[src/rtl/sequencer_pkg.sv]
// Shared types and opcode constants for the RV32I multi-cycle sequencer.
// Only the nine base RV32I opcode groups are accepted; anything else traps.
package sequencer_pkg;

  typedef enum logic [2:0] {
    ST_IDLE      = 3'd0,
    ST_FETCH     = 3'd1,
    ST_DECODE    = 3'd2,
    ST_EXECUTE   = 3'd3,
    ST_MEM       = 3'd4,
    ST_WRITEBACK = 3'd5,
    ST_TRAP      = 3'd6
  } state_t;

  localparam logic [6:0] OPC_OPPI   = 7'b0010011;
  localparam logic [6:0] OPC_OPPR   = 7'b0110011;
  localparam logic [6:0] OPC_LUI    = 7'b0110111;
  localparam logic [6:0] OPC_AUIPC  = 7'b0010111;
  localparam logic [6:0] OPC_JAL    = 7'b1101111;
  localparam logic [6:0] OPC_JALR   = 7'b1100111;
  localparam logic [6:0] OPC_BRANCH = 7'b1100011;
  localparam logic [6:0] OPC_LOAD   = 7'b0000011;
  localparam logic [6:0] OPC_STORE  = 7'b0100011;

  function automatic logic is_valid_opcode(input logic [6:0] opcode);
    logic valid;
    case (opcode)
      OPC_OPPI, OPC_OPPR, OPC_LUI, OPC_AUIPC, OPC_JAL,
      OPC_JALR, OPC_BRANCH, OPC_LOAD, OPC_STORE: valid = 1'b1;
      default:                                    valid = 1'b0;
    endcase
    return valid;
  endfunction

endpackage

[src/rtl/sequencer_r32i_retire_counter.sv]
// Retired-instruction counter: synchronous increment, asynchronous clear,
// wraps silently at 2^dataW.
module retire_counter #(
  parameter int dataW = 32
) (
  input  logic             clk,
  input  logic             nClear,
  input  logic             incEn,
  output logic [dataW-1:0] count
);

  logic [dataW-1:0] countQ;

  // Count register; holding its own value keeps the flop load path explicit.
  always_ff @(posedge clk or negedge nClear) begin
    if (!nClear) begin
      countQ <= {dataW{1'b0}};
    end else if (incEn) begin
      countQ <= countQ + {{(dataW-1){1'b0}}, 1'b1};
    end else begin
      countQ <= countQ;
    end
  end

  assign count = countQ;

endmodule

[src/rtl/sequencer_r32i.sv]
// Multi-cycle control FSM for the RV32I core: fetch, decode, execute,
// data-memory access and writeback, plus retire counter and illegal-opcode trap.
module sequencer_r32i
  import sequencer_pkg::*;
#(
  parameter int dataW = 32
) (
  input  logic             clk,
  input  logic             nReset,
  input  logic             Run,
  output logic             InsReq,
  input  logic             InsAck,
  output logic             IRLoad,
  input  logic [6:0]       Opcode,
  input  logic             RegWriteControl,
  input  logic             LinkAddrWrite,
  input  logic             TestBranch,
  input  logic             AlwaysBranch,
  input  logic             RAMWriteControl,
  input  logic             RAMRegRead,
  input  logic             BranchTaken,
  output logic             MemReq,
  output logic             MemWrite,
  input  logic             MemAck,
  output logic             RegWriteEn,
  output logic             PCUpdate,
  output logic             PCSelBranch,
  output logic             Trap,
  output logic [dataW-1:0] RetireCount,
  output logic [2:0]       StateOut
);

  state_t stateQ;
  logic   insReqQ;
  logic   memReqQ;
  logic   memWriteQ;
  logic   trapQ;
  logic   takenQ;
  logic   wbActive;

  // Link writes are already folded into RegWriteControl by the decoder.
  logic   unusedLinkAddrWrite;
  assign unusedLinkAddrWrite = LinkAddrWrite;

  // Main sequencer: state plus the handshake/trap outputs, registered so
  // that reset drops the requests asynchronously.
  always_ff @(posedge clk or negedge nReset) begin
    if (!nReset) begin
      stateQ    <= ST_IDLE;
      insReqQ   <= 1'b0;
      memReqQ   <= 1'b0;
      memWriteQ <= 1'b0;
      trapQ     <= 1'b0;
      takenQ    <= 1'b0;
    end else begin
      case (stateQ)
        ST_IDLE: begin
          if (Run) begin
            stateQ  <= ST_FETCH;
            insReqQ <= 1'b1;
          end else begin
            stateQ  <= ST_IDLE;
          end
        end
        ST_FETCH: begin
          if (InsAck) begin
            stateQ  <= ST_DECODE;
            insReqQ <= 1'b0;
          end else begin
            stateQ  <= ST_FETCH;
          end
        end
        ST_DECODE: begin
          if (is_valid_opcode(Opcode)) begin
            stateQ <= ST_EXECUTE;
          end else begin
            stateQ <= ST_TRAP;
            trapQ  <= 1'b1;
          end
        end
        ST_EXECUTE: begin
          takenQ <= AlwaysBranch | (TestBranch & BranchTaken);
          if (RAMRegRead) begin
            stateQ    <= ST_MEM;
            memReqQ   <= 1'b1;
            memWriteQ <= RAMWriteControl;
          end else begin
            stateQ    <= ST_WRITEBACK;
          end
        end
        ST_MEM: begin
          if (MemAck) begin
            stateQ    <= ST_WRITEBACK;
            memReqQ   <= 1'b0;
            memWriteQ <= 1'b0;
          end else begin
            stateQ    <= ST_MEM;
          end
        end
        ST_WRITEBACK: begin
          // Run is only honoured here and in IDLE, so an instruction always completes.
          if (Run) begin
            stateQ  <= ST_FETCH;
            insReqQ <= 1'b1;
          end else begin
            stateQ  <= ST_IDLE;
          end
        end
        ST_TRAP: begin
          stateQ <= ST_TRAP;
        end
        default: begin
          stateQ    <= ST_IDLE;
          insReqQ   <= 1'b0;
          memReqQ   <= 1'b0;
          memWriteQ <= 1'b0;
          trapQ     <= 1'b0;
          takenQ    <= 1'b0;
        end
      endcase
    end
  end

  assign wbActive    = (stateQ == ST_WRITEBACK);
  assign InsReq      = insReqQ;
  assign IRLoad      = InsAck & (stateQ == ST_FETCH);
  assign MemReq      = memReqQ;
  assign MemWrite    = memWriteQ;
  assign RegWriteEn  = wbActive & RegWriteControl;
  assign PCUpdate    = wbActive;
  assign PCSelBranch = wbActive & takenQ;
  assign Trap        = trapQ;
  assign StateOut    = stateQ;

  retire_counter #(
    .dataW (dataW)
  ) uRetire (
    .clk    (clk),
    .nClear (nReset),
    .incEn  (wbActive),
    .count  (RetireCount)
  );

endmodule

[config.mk]
export PLATFORM = sky130hd
export DESIGN_NAME = sequencer_r32i
export DESIGN_NICKNAME = d
export VERILOG_FILES = /design/src/rtl/sequencer_pkg.sv /design/src/rtl/sequencer_r32i_retire_counter.sv /design/src/rtl/sequencer_r32i.sv
export SDC_FILE = /design/constraint.sdc
export NUM_CORES = 1
export LEC_CHECK = 0
export ABC_AREA = 1
export ABC_CLOCK_PERIOD_IN_PS = 1750
export CORE_ASPECT_RATIO = 1.25
export CORE_UTILIZATION = 48
export CTS_CLUSTER_SIZE = 25
export DETAILED_ROUTE_END_ITERATION = 12
export GPL_ROUTABILITY_DRIVEN = 1
export PLACE_DENSITY = 0.8
export RECOVER_POWER = 50
export SLEW_MARGIN = 20
export SYNTH_ARGS = -nofsm -noshare
export SYNTH_HDL_FRONTEND = slang
export SYNTH_SLANG_ARGS = --single-unit
export TNS_END_PERCENT = 20
[constraint.sdc]
create_clock -name clk -period 1.75 [get_ports clk]
set_clock_uncertainty 0.15 [all_clocks]
set_input_delay 0.35 -clock clk [delete_from_list [all_inputs] [get_ports clk]]
set_output_delay 0.35 -clock clk [all_outputs]
set_load 0.01 [all_outputs]
==> impl_metrics.ini, run 1 <==
[clock_network]
htreeDepth = 2
tritoncts = yes
root_buffer = clkbuf_8
clock_latency_ns = 0.28
clk_pin_slew_worst_paths_ns = 0.07
cts_buffers = 5
cts_buffer_depth = 2
cts.sinks = 40

[grt]
antenna_found_initial = 0
grt_pass1_vias = 2161
grt_max_degree = 41
grt.total_usage = 0.231
overflow = 0
grt_pass1_wl_um = 9050

[logic_synthesis]
synthCells = 304
ys_top_cells_by_area = dfrtp_1 (44%), nand2_1 (14%), inv_1 (8.6%), nor2_1 (6.5%), nand3_1 (5.1%)
yosysWarnings = 0
synth_edf_count = 0
ys_top_cells_by_count = nand2_1 (83), inv_1 (52), dfrtp_1 (40)
syn-num-nets = 324
synth-seq-cells = 40
avgSynthCellArea_um2 = 7.46
synth_async_sr_flop_share = 1.00
synth_ff_type = dfrtp_1
synth.top_cell.area_share = 0.441
syn_area_mm2 = 0.00227
synthMostInstantiatedCell = nand2_1
synth-seq-area-share = 0.441
yosys.area.top_type = dfrtp_1
synth.distinct_cells = 26

[pwr]
p_leak_nw = 1.76
comb_power_share = 0.370
p_total_mw = 2.77
power.density_mw_per_mm2 = 884
power.switching_mw = 0.946
seq_power_share = 0.421
vdd_drop_max_v = 0.000735
p_clk_frac = 0.208
netSwitchingFraction = 0.342
intPower_mw = 1.82

[sta]
max_slew_margin = 0.627
setup_tns_ns = 0
worst_slew_pin_slew_ns = 0.559
drv_slew = 0
fmax_ghz = 0.577
hold_viol = 0
rsz0062_at_grt = true
finalCriticalPeriod_ns = 1.73
setup_viol = 0
finalCritPeriodShare = 0.991

[place]
placed_cell_area_mm2 = 0.00306
routabilityCongestion = 0.888
io_buffer_count = 60
place_inst = 436
dpl.hpwl_um = 4200

[final_layout]
final_cells = 445
seqCellArea_mm2 = 0.00101
multi_input_area_mm2 = 0.00108
postLayoutCoreUtil = 0.702
fin_area_mm2 = 0.00313
nFillCells = 395
area_growth_pct = 38.0
diodes = 0
nNetsFinal = 407
final_layout_size_suffix_gt1_frac = 0.127

[critical_path]
endpoint_kind = output pin
worstPathCellList = inv_1, nand3_2, nor2_2, clkdlybuf4s15_2
cp_max_fo = 4
start_kind = register
cp.arrival_ns = 1.23
cpPeakStageDelay_ns = 0.41
cpMaxStageDelayCell = dfrtp_1
critPathKind = register to output pin
crit_required_ns = 1.25

[detailed_routing]
postRouteAntennaNets = 0
wire_per_inst_um = 12.0
routed_wl_um = 5350
via_per_inst = 4.89
drt_iter0_drc = 110
drt_pass1_iterations = 4
remaining_drc_errors = 0
vias = 2177

[floorplan]
die-area_mm2 = 0.00501
core-area_mm2 = 0.00446
start_util = 0.509
ios = 62
fp.dieW_um = 63.5
rows = 27
fp.dieH_um = 78.9

[status]
status = complete, no violations

[job]
max_cap_viol_count = 0

[min_path]
timing.hold.worst.class = register to register
-- critical path, delay by kind of cell, from the launching register on --
kind | cells | cell delay, ns
and+or+nand+nor | 2 | 0.22
DFF | 1 | 0.41
buffers and inverters | 2 | 0.32
-- final timing paths --
path,endpoint,slack [ns],from,cells past startpoint
worst max register to register,uRetire.count[29]$_DFFE_PN0P_,0.08,StateOut[1]$_DFF_PN0_,9
min in group asynchronous,uRetire.count[13]$_DFFE_PN0P_,0.54,nReset,3
worst min-delay path,takenQ$_DFFE_PN0N_,0.37,takenQ$_DFFE_PN0N_,2
worst min register to register,takenQ$_DFFE_PN0N_,0.37,takenQ$_DFFE_PN0N_,2
max in group asynchronous,uRetire.count[9]$_DFFE_PN0P_,0.49,nReset,3
worst max-delay path,PCSelBranch,0.02,StateOut[1]$_DFF_PN0_,4
-- cell families (layout without fill, tap and decap cells) --
family | after synthesis | in the layout | share of synthesized area
XOR/XNOR | 20 | 20 | 0.0772
AO/OA/AOI/OAI | 17 | 17 | 0.0392
buffers and inverters | 54 | 137 | 0.0899
adder cells (fa/ha/maj) | 1 | 1 | 0.00551
AND/OR/NAND/NOR | 172 | 172 | 0.347
flip-flops | 40 | 40 | 0.441
-- cells in the final DEF, fill, tap and decap left out, types with 2 or more instances in the layout --
master,n
nand2_1,83
dfrtp_1,36
a21oi_1,3
clkbuf_8,5
nand3b_1,2
nand2_4,2
nor3_1,5
dlygate4sd2_1,28
clkdlybuf4s50_1,20
o21ai_0,10
nand2_2,2
xnor2_1,9
clkbuf_2,2
buf_4,15
buf_2,2
o21ai_1,2
xor2_1,11
nor2_2,7
inv_1,52
dlymetal6s2s_1,6
nand4_1,8
nor2_4,3
nand3_1,23
dfrtp_2,4
nor2_1,33
-- power by group through the flow --
stage          clock, mW  combinational, mW  sequential [mW]
6_report           0.576               1.02             1.17
5_1_grt            0.630               1.14             1.19
4_1_cts            0.593               1.01             1.17
3_5_place_dp           0               1.05             1.18
3_3_place_gp           0               1.03             1.18
2_1_floorplan          0              0.413             1.24
-- flip-flops by register name (all words and copies together), names as in the netlist --
signal / cells
StateOut: 3
uRetire.count: 32
InsReq: 1
MemWrite: 1
takenQ: 1
MemReq: 1
Trap: 1
-- stage by stage --
step,setup WS [ns],hold WS (ns)
after floorplan,0.0998,-0.0956
after global placement,-0.214,0.188
after detailed placement,-0.224,0.189
after CTS,-0.0576,0.364
after global routing,-0.0588,0.394
final,0.0161,0.366
-- repair_timing --
action / in CTS / in global routing
hold buffers: 1 / 0
setup buffers: 0 / 1
gates resized for setup: 43 / 18
setup endpoints to repair: 34 / 25
pin swaps: 0 / 1
hold endpoints to repair: 40 / 0
-- layer usage --
layer  vias to the layer above  share of wire  track usage
li1                       1104              -            -
met1                      1002           0.40        0.250
met2                        63           0.53        0.428
met3                         8          0.051       0.0489
met4                         0          0.012       0.0977
met5                         -              0            0
-- area by class of cell --
class | count | area share
Clock buffer | 6 | 0.0232
Clock inverter | 1 | 0.00160
Inverter | 53 | 0.0635
Multi-Input combinational cell | 210 | 0.346
Sequential cell | 40 | 0.321
Tap cell | 58 | 0.0232
Timing Repair Buffer | 77 | 0.221
(Power assumes the default switching activity.)
==> run 2: changes to the inputs <==
--- a/config.mk
+++ b/config.mk
@@ -11,7 +11,7 @@
 export CORE_UTILIZATION = 48
 export CTS_CLUSTER_SIZE = 25
 export DETAILED_ROUTE_END_ITERATION = 12
-export GPL_ROUTABILITY_DRIVEN = 1
+export GPL_ROUTABILITY_DRIVEN = 0
 export PLACE_DENSITY = 0.8
 export RECOVER_POWER = 50
 export SLEW_MARGIN = 20
==> results of run 2 <==
Same layout as run 1: the final DEF is identical, and so are final timing and power.
==> run 3: changes to the inputs <==
--- a/config.mk
+++ b/config.mk
@@ -18,4 +18,4 @@
 export SYNTH_ARGS = -nofsm -noshare
 export SYNTH_HDL_FRONTEND = slang
 export SYNTH_SLANG_ARGS = --single-unit
-export TNS_END_PERCENT = 20
+export TNS_END_PERCENT = 1
==> results of run 3 <==
Same layout as run 1: the final DEF is identical, and so are final timing and power.
Among the figures that moved: number of gates resized after CTS 43 -> 42
